`src/rtl/gcn_pkg.sv`:
```
// Shared types and constants for the GCN feature x weight transform scheduler.
package gcn_pkg;

  typedef enum logic [2:0] {
    IDLE   = 3'd0,
    LOAD_W = 3'd1,
    READ_F = 3'd2,
    DRAIN  = 3'd3,
    DONE   = 3'd4
  } state_e;

  localparam logic [12:0] FEATURE_BASE_ADDR = 13'h200;

endpackage

```
`src/rtl/gcn_tag_pipe.sv`:
```
// Delay line carrying {valid,row,col} result tags from the MAC strobe to the
// result-buffer write strobe.
module gcn_tag_pipe #(
  parameter int DEPTH = 1,
  parameter int ROW_W = 3,
  parameter int COL_W = 2
) (
  input  logic             clk,
  input  logic             reset,
  input  logic             valid_i,
  input  logic [ROW_W-1:0] row_i,
  input  logic [COL_W-1:0] col_i,
  output logic             valid_o,
  output logic [ROW_W-1:0] row_o,
  output logic [COL_W-1:0] col_o
);

  localparam int TAG_W = 1 + ROW_W + COL_W;

  logic [TAG_W-1:0] pipe_q [DEPTH];

  always_ff @(posedge clk) begin
    if (reset) begin
      for (int i = 0; i < DEPTH; i++) begin
        pipe_q[i] <= '0;
      end
    end else begin
      pipe_q[0] <= {valid_i, row_i, col_i};
      for (int i = 1; i < DEPTH; i++) begin
        pipe_q[i] <= pipe_q[i-1];
      end
    end
  end

  assign {valid_o, row_o, col_o} = pipe_q[DEPTH-1];

endmodule

```
`src/rtl/gcn_transform_scheduler.sv`:
```
// Walks every (weight column, feature row) pair, drives the memory read port
// and the dot-product strobes, and tags results for the FM x WM buffer.
module gcn_transform_scheduler
  import gcn_pkg::*;
#(
  parameter int FEATURE_ROWS          = 6,
  parameter int WEIGHT_COLS           = 3,
  parameter int ADDRESS_WIDTH         = 13,
  parameter int DOT_LATENCY           = 1,
  parameter int COUNTER_WEIGHT_WIDTH  = $clog2(WEIGHT_COLS),
  parameter int COUNTER_FEATURE_WIDTH = $clog2(FEATURE_ROWS)
) (
  input  logic                             clk,
  input  logic                             reset,
  input  logic                             start,
  input  logic                             stall,
  output logic [ADDRESS_WIDTH-1:0]         read_address,
  output logic                             enable_read,
  output logic                             load_weight,
  output logic                             mac_valid,
  output logic                             write_enable,
  output logic [COUNTER_FEATURE_WIDTH-1:0] write_row,
  output logic [COUNTER_WEIGHT_WIDTH-1:0]  write_col,
  output logic                             done
);

  localparam int DRAIN_W = $clog2(DOT_LATENCY + 1);
  localparam logic [COUNTER_FEATURE_WIDTH-1:0] F_LAST = COUNTER_FEATURE_WIDTH'(FEATURE_ROWS - 1);
  localparam logic [COUNTER_WEIGHT_WIDTH-1:0]  W_LAST = COUNTER_WEIGHT_WIDTH'(WEIGHT_COLS - 1);
  localparam logic [DRAIN_W-1:0]               D_LAST = DRAIN_W'(DOT_LATENCY - 1);
  localparam logic [ADDRESS_WIDTH-1:0]         BASE   = ADDRESS_WIDTH'(FEATURE_BASE_ADDR);

  state_e                             state_q;
  logic [COUNTER_WEIGHT_WIDTH-1:0]    w_q;
  logic [COUNTER_FEATURE_WIDTH-1:0]   f_q;
  logic [DRAIN_W-1:0]                 drain_q;
  logic [ADDRESS_WIDTH-1:0]           addr_q;
  logic                               rd_q;
  logic                               ld_q;
  logic                               mac_q;
  logic                               done_q;

  // Output registers are loaded together with the state they describe.
  always_ff @(posedge clk) begin
    if (reset) begin
      state_q <= IDLE;
      w_q     <= '0;
      f_q     <= '0;
      drain_q <= '0;
      addr_q  <= '0;
      rd_q    <= 1'b0;
      ld_q    <= 1'b0;
      mac_q   <= 1'b0;
      done_q  <= 1'b0;
    end else begin
      case (state_q)
        IDLE: begin
          if (start) begin
            state_q <= LOAD_W;
            w_q     <= '0;
            addr_q  <= '0;
            rd_q    <= 1'b1;
            ld_q    <= 1'b1;
            mac_q   <= 1'b0;
          end
        end
        LOAD_W: begin
          if (!stall) begin
            state_q <= READ_F;
            f_q     <= '0;
            addr_q  <= BASE;
            ld_q    <= 1'b0;
            mac_q   <= 1'b1;
          end
        end
        READ_F: begin
          if (!stall) begin
            if (f_q < F_LAST) begin
              f_q    <= f_q + COUNTER_FEATURE_WIDTH'(1);
              addr_q <= BASE + ADDRESS_WIDTH'(f_q) + ADDRESS_WIDTH'(1);
            end else if (w_q < W_LAST) begin
              state_q <= LOAD_W;
              w_q     <= w_q + COUNTER_WEIGHT_WIDTH'(1);
              addr_q  <= ADDRESS_WIDTH'(w_q) + ADDRESS_WIDTH'(1);
              ld_q    <= 1'b1;
              mac_q   <= 1'b0;
            end else begin
              state_q <= DRAIN;
              drain_q <= '0;
              addr_q  <= '0;
              rd_q    <= 1'b0;
              mac_q   <= 1'b0;
            end
          end
        end
        DRAIN: begin
          if (drain_q == D_LAST) begin
            state_q <= DONE;
            done_q  <= 1'b1;
          end else begin
            drain_q <= drain_q + DRAIN_W'(1);
          end
        end
        DONE: begin
          if (!start) begin
            state_q <= IDLE;
            done_q  <= 1'b0;
          end
        end
        default: begin
          state_q <= IDLE;
          addr_q  <= '0;
          rd_q    <= 1'b0;
          ld_q    <= 1'b0;
          mac_q   <= 1'b0;
          done_q  <= 1'b0;
        end
      endcase
    end
  end

  // Strobes are only ever set in LOAD_W/READ_F, so gating by stall here is
  // exactly "stall matters in the issue states only".
  assign read_address = addr_q;
  assign enable_read  = rd_q & ~stall;
  assign load_weight  = ld_q & ~stall;
  assign mac_valid    = mac_q & ~stall;
  assign done         = done_q;

  gcn_tag_pipe #(
    .DEPTH (DOT_LATENCY),
    .ROW_W (COUNTER_FEATURE_WIDTH),
    .COL_W (COUNTER_WEIGHT_WIDTH)
  ) u_tag_pipe (
    .clk     (clk),
    .reset   (reset),
    .valid_i (mac_valid),
    .row_i   (mac_valid ? f_q : '0),
    .col_i   (mac_valid ? w_q : '0),
    .valid_o (write_enable),
    .row_o   (write_row),
    .col_o   (write_col)
  );

endmodule

```
`config.mk`:
```
export PLATFORM = sky130hd
export DESIGN_NAME = gcn_transform_scheduler
export DESIGN_NICKNAME = d
export VERILOG_FILES = /design/src/rtl/gcn_pkg.sv /design/src/rtl/gcn_tag_pipe.sv /design/src/rtl/gcn_transform_scheduler.sv
export SDC_FILE = /design/constraint.sdc
export NUM_CORES = 1
export LEC_CHECK = 0
export CAP_MARGIN = 0
export CORE_MARGIN = 2
export CORE_UTILIZATION = 45
export DETAILED_ROUTE_END_ITERATION = 10
export HOLD_SLACK_MARGIN = 0.08
export PLACE_DENSITY = 0.73
export SKIP_LAST_GASP = 1
export SYNTH_ARGS = -nofsm -noshare
export SYNTH_HDL_FRONTEND = slang
export SYNTH_SLANG_ARGS = --single-unit
```
`constraint.sdc`:
```
create_clock -name clk -period 1.8 [get_ports clk]
set_clock_uncertainty 0.05 [all_clocks]
set_input_delay 0.54 -clock clk [delete_from_list [all_inputs] [get_ports clk]]
set_output_delay 0.54 -clock clk [all_outputs]
set_load 0.01 [all_outputs]
```
Word-level counts from Yosys, hierarchy flattened. Memories as Yosys holds them, arrays and structs flattened. Index checks and enable logic that the tools add are counted.

Register bits after elaboration: 26. Bits in latches: 0. RAM bits: 6. ROM bits: 0. Input port bits: 4. Logic and storage cells: 105. Memories: 1.

Memory list: u_tag_pipe.pipe_q (words 1, bits a word 6, read ports 1, clocked after Yosys merged registers in 0, write ports 1, RTL line gcn_tag_pipe.sv:20) `logic [TAG_W-1:0] pipe_q [DEPTH];`.

Add/subtract/negate cells: 6. Multipliers: 0. Divide/modulo/power cells: 0. Order comparisons: 2. Equality and inequality tests: 13. Shifts and indexed selects: 0. Muxes and demuxes: 50. Bitwise logic cells: 7. Reduce and logical (&&, ||, !) cells: 17.

Operators with widths (count): $pmux W13 S4 (1); $mux W13 (3); $mux W3 (11); $mux W1 (19); $ne A2 B2 Y1 const B (9); $pmux W3 S5 (1); $reduce_and A5 Y1 (3); $add A11 B1 Y12 const B (1); $mux W12 (1); $mux W2 (6); $reduce_and A4 Y1 (3); $reduce_and A6 Y1 (2); $add A10 B3 Y11 const A (1); $pmux W1 S4 (2); $eq A3 B2 Y1 const B (2); $mux W6 (1); $pmux W1 S3 (2); $pmux W3 S2 (1); $reduce_bool A2 Y1 (3); $reduce_or A3 Y1 (2); $reduce_or A6 Y1 (1); $not A1 Y1 (4); $pmux W2 S2 (1); $add A2 B1 Y3 const B (1); 12 further kinds (14).

Logic depth before layout (Yosys ltp).
Word-level depth: 5. Mapped depth: 6.

Hierarchy. From an unflattened synthesis, not the netlist that was laid out.

Cell total of the unflattened synthesis: 140. Area, all modules: 1174.9 um2.

By module, submodules not included: gcn_transform_scheduler (times used 1, cells each 128, area each 1017.2 um2); gcn_tag_pipe (times used 1, cells each 12, area each 157.7 um2).

Worst setup path after synthesis. OpenSTA, ideal clock, no wires.

Kind: input port to output port. Start: input stall. End: output enable_read. Data arrival time: 922 ps. Data required time: 1210 ps. Setup slack: 288 ps. Stages: 2. Buffers on the path: 1. Cell sequence: clkbuf_1 > nor2b_1.

Longest elaborated chain between the ends: 2.

Ends and longest elaborated chain: start, declared (RTL line gcn_transform_scheduler.sv:16) `input logic stall,`; $not A1 Y1 (RTL line gcn_transform_scheduler.sv:125) `assign enable_read = rd_q & ~stall;`; $and A1 B1 Y1 (RTL line gcn_transform_scheduler.sv:125); end, declared (RTL line gcn_transform_scheduler.sv:18) `output logic enable_read,`.

Every way passes these cells.

Worst setup path in the final report.
Start: memory u_tag_pipe.pipe_q[0][2] (netlist bit). End: output write_row[0].

Longest elaborated chain between the ends: 1.

Ends and longest elaborated chain: start, declared (RTL line gcn_tag_pipe.sv:20); $mem_v2 Z1 W6; end, declared (RTL line gcn_transform_scheduler.sv:22) `output logic [COUNTER_FEATURE_WIDTH-1:0] write_row,`.

Every way passes these cells.

==> flow_summary_export.csv <==
group,metric,value,unit
detailed_routing,drtPass1Iterations,4,
floorplan,core_area,0.00248,mm2
floorplan,die_width,55.2,um
layout,post-route-util,0.603,
setup_path,critical-path-slowest-cell,"clkdlybuf4s50_1",
sta,hold_viol_final,0,
sta,relSlewSlack,0.624,
placed_design,dp_hpwl,1790,um
power_and_ir_drop,p_int,0.000695,W
detailed_routing,drt_iter0_markers,33,
synth,syn-cell-area,0.00118,mm2
layout,nNetsFinal,178,
detailed_routing,vias_per_cell,5.16,
detailed_routing,routed_wl,2330,um
synth,yosysTopAreaCellShare,0.391,
setup_path,arrival,1.15,ns
setup_path,cpPeakStageDelay,0.52,ns
power_and_ir_drop,p_leak,0.689,nW
detailed_routing,num_vias,1027,
setup_path,startpoint_type,"register",
placed_design,place_congestion,0.850,
floorplan,pin_count,27,
layout,area.growth.synth_to_final,26.6,%
power_and_ir_drop,combinationalPowerShare,0.183,
placed_design,port_buffers,18,
power_and_ir_drop,pwr-share-clk,0.245,
setup_path,reg2reg_depth,5,
floorplan,dieHeight,55.2,um
power_and_ir_drop,p_per_area,634,mW/mm2
floorplan,num_rows,18,
clock_network,cts-htree-levels,1,
clock_network,cts_hold_buf,0,
setup_path,worstPathMaxFanout,1,
clock_network,cts-root-buf,"clkbuf_4",
job,drv_cap,0,
power_and_ir_drop,switching_share,0.265,
synth,syn_inst,138,
setup_path,crit_type,"reg -> out",
synth,synth-seq-cells,23,
power_and_ir_drop,ir_drop,407,uV
setup_path,crit_chain,"clkdlybuf4s50_1",
setup_path,cp.required,1.21,ns
detailed_routing,avgRoutedWirePerCell,11.7,um
clock_network,cts_setup_buffers,0,
grt,antenna_found_initial,0,
layout,drive_gt1_frac,0.178,
clock_network,clk_latency,0.31,ns
synth,synth.avg_cell_area,8.54,um2
synth,synth.area.top_cells,"dfxtp_1 (39%), a21oi_1 (5.5%), buf_4 (5.1%)",
setup_path,worst-path-buf-inv,1,
min_path,min_path_cells,2,
layout,fillers,231,
grt,grt_max_degree,14,
layout,antennaDiodeCount,0,
sta,finalMaxSlewViolations,0,
grt,grt_use_total,0.180,
power_and_ir_drop,seqPwrFrac,0.572,
detailed_routing,drc_errors,0,
clock_network,cts.sinks,23,
clock_network,cts_tree,"done",
synth,synth_top_area_cell,"dfxtp_1",
grt,overflow,0,
sta,max_slew.worst_pin.slew,0.564,ns
synth,synth_warnings,0,
sta,fmax,576,MHz
clock_network,clockBufferDepth,2,
grt,grt_pass1_wl,3840,um
setup_path,cp-end-kind,"primary output",
clock_network,cts_buffers,3,
sta,rsz0062_at_grt,"no",
setup_path,crit_cells,1,
synth,yosysSeqAreaShare,0.391,
setup_path,crit_family,"buffers and inverters",
sta,fin_crit_sh,0.964,
floorplan,start_util,0.476,
clock_network,clk_pin_slew,0.11,ns
grt,grt_pass1_vias,852,
synth,synth_cell_types,37,
min_path,hold_class,"reg -> reg",
sta,fin_crit,1.74,ns
run_status,status,"finished clean",
power_and_ir_drop,p_total,0.000946,W
sta,setup_viol,0,
power_and_ir_drop,p_switching,0.000251,W
floorplan,dieArea,0.00304,mm2
detailed_routing,ant_nets,0,
cells in the final DEF, fill, tap and decap left out, drive strengths merged, types with 2 or more instances in the layout:
cell type and n:
inv 6, nand2b 2, dlygate4sd2 2, nor2b 2, conb 8, clkdlybuf4s50 7, ha 4, buf 18
and2 3, a22oi 2, clkdlybuf4s15 3, nor2 13, o21a 3, nor3 11, a21oi 13, nor4b 2
nand3 2, nor3b 3, nand2 10, o211ai 2, clkbuf 5, dlymetal6s2s 5, dfxtp 23, o21ai 6
synthesized netlist by cell type (all sizes together):
master	number
dfxtp	23
buf	14
a21oi	13
nor2	13
nor3	11
nand2	10
inv	6
o21ai	6
ha	4
and2	3
nor3b	3
o21a	3
a22oi	2
clkbuf	2
nand2b	2
nand3	2
nor2b	2
nor4b	2
o211ai	2
a21boi	1
a311o	1
a31oi	1
a41oi	1
and3	1
conb	1
mux2	1
nand4	1
nand4b	1
nor4	1
o221a	1
o31ai	1
or2	1
or3	1
xnor2	1
final timing paths:
kind	slack, ns	from	end
max	0.06	u_tag_pipe.pipe_q[0][2]$_SDFF_PP0_	write_row[0]
min	0.41	read_address[2]$_SDFFE_PP0P_	read_address[2]$_SDFFE_PP0P_
max reg2reg	0.18	state_q[0]$_SDFFE_PP0P_	read_address[0]$_SDFFE_PP0P_
min reg2reg	0.41	read_address[2]$_SDFFE_PP0P_	read_address[2]$_SDFFE_PP0P_
metrics by stage:
step | cell area [um2] | hold slack [ns] | setup slack [ns] | setup TNS (ns) | instances
global route | 1490 | 0.436 | 0.000127 | 0 | 199
global placement | 1460 | 0.391 | -0.545 | -6.73 | 195
detailed placement | 1460 | 0.397 | -0.557 | -7.12 | 195
CTS | 1480 | 0.417 | -0.0406 | -0.0406 | 199
finish | 1490 | 0.414 | 0.0643 | 0 | 199
floorplan | 1200 | 0.380 | 0.288 | 0 | 145
worst reg2reg max path, stage by stage (launching register included):
cell	delay (ns)
dfxtp_1	0.42
buf_4	0.22
nor3b_2	0.33
a21boi_1	0.27
o211ai_1	0.12
a21oi_1	0.15
what timing repair did:
| item | 4_1_cts | 5_1_grt |
|---|---|---|
| setup endpoints to repair | 14 | 12 |
| resized for setup | 9 | 8 |
| pin swaps | 0 | 0 |
| endpoints found under the hold margin | 0 | 0 |
state kept, by name (all words and copies together), names as in the netlist:
register           flops
done                   1
f_q                    3
ld_q                   1
mac_q                  1
rd_q                   1
read_address           5
state_q                3
u_tag_pipe.pipe_q      6
w_q                    2
cell type report:
cell class / instances / area, um2 / share of cell area
timing repair buffer: 36 / 322 / 0.215
inverter: 6 / 22.5 / 0.0151
clock buffer: 4 / 26.3 / 0.0176
tap: 30 / 37.5 / 0.0251
multi-input combinational: 100 / 624 / 0.418
sequential: 23 / 460 / 0.308
power by group through the flow:
stage          combinational (W)  sequential, W  clock, W
2_1_floorplan           0.000124       0.000545         0
3_3_place_gp            0.000175       0.000552         0
6_report                0.000173       0.000541  0.000231
3_5_place_dp            0.000178       0.000553         0
4_1_cts                 0.000174       0.000542  0.000243
5_1_grt                 0.000194       0.000545  0.000267
cell families after synthesis:
logic type	Yosys count	synth area share
compound gates	32	0.169
xor+xnor	1	0.00743
fa+ha+maj	4	0.0425
buf+inv	22	0.102
flops	23	0.391
mux	1	0.00955
other cells	1	0.00318
simple gates	54	0.276
metal layers:
| layer | share of wire | track usage | wire, um | up-vias |
|---|---|---|---|---|
| met1 | 0.49 | 0.252 | 1130 | 464 |
| met3 | 0.051 | 0.0242 | 118 | 6 |
| met2 | 0.45 | 0.268 | 1040 | 32 |
| li1 | - | - | - | 525 |
| met4 | 0.017 | 0.0976 | 40 | 0 |
| met5 | 0 | 0 | 0 | - |
No activity file was read; power rests on OpenSTA's default activity.
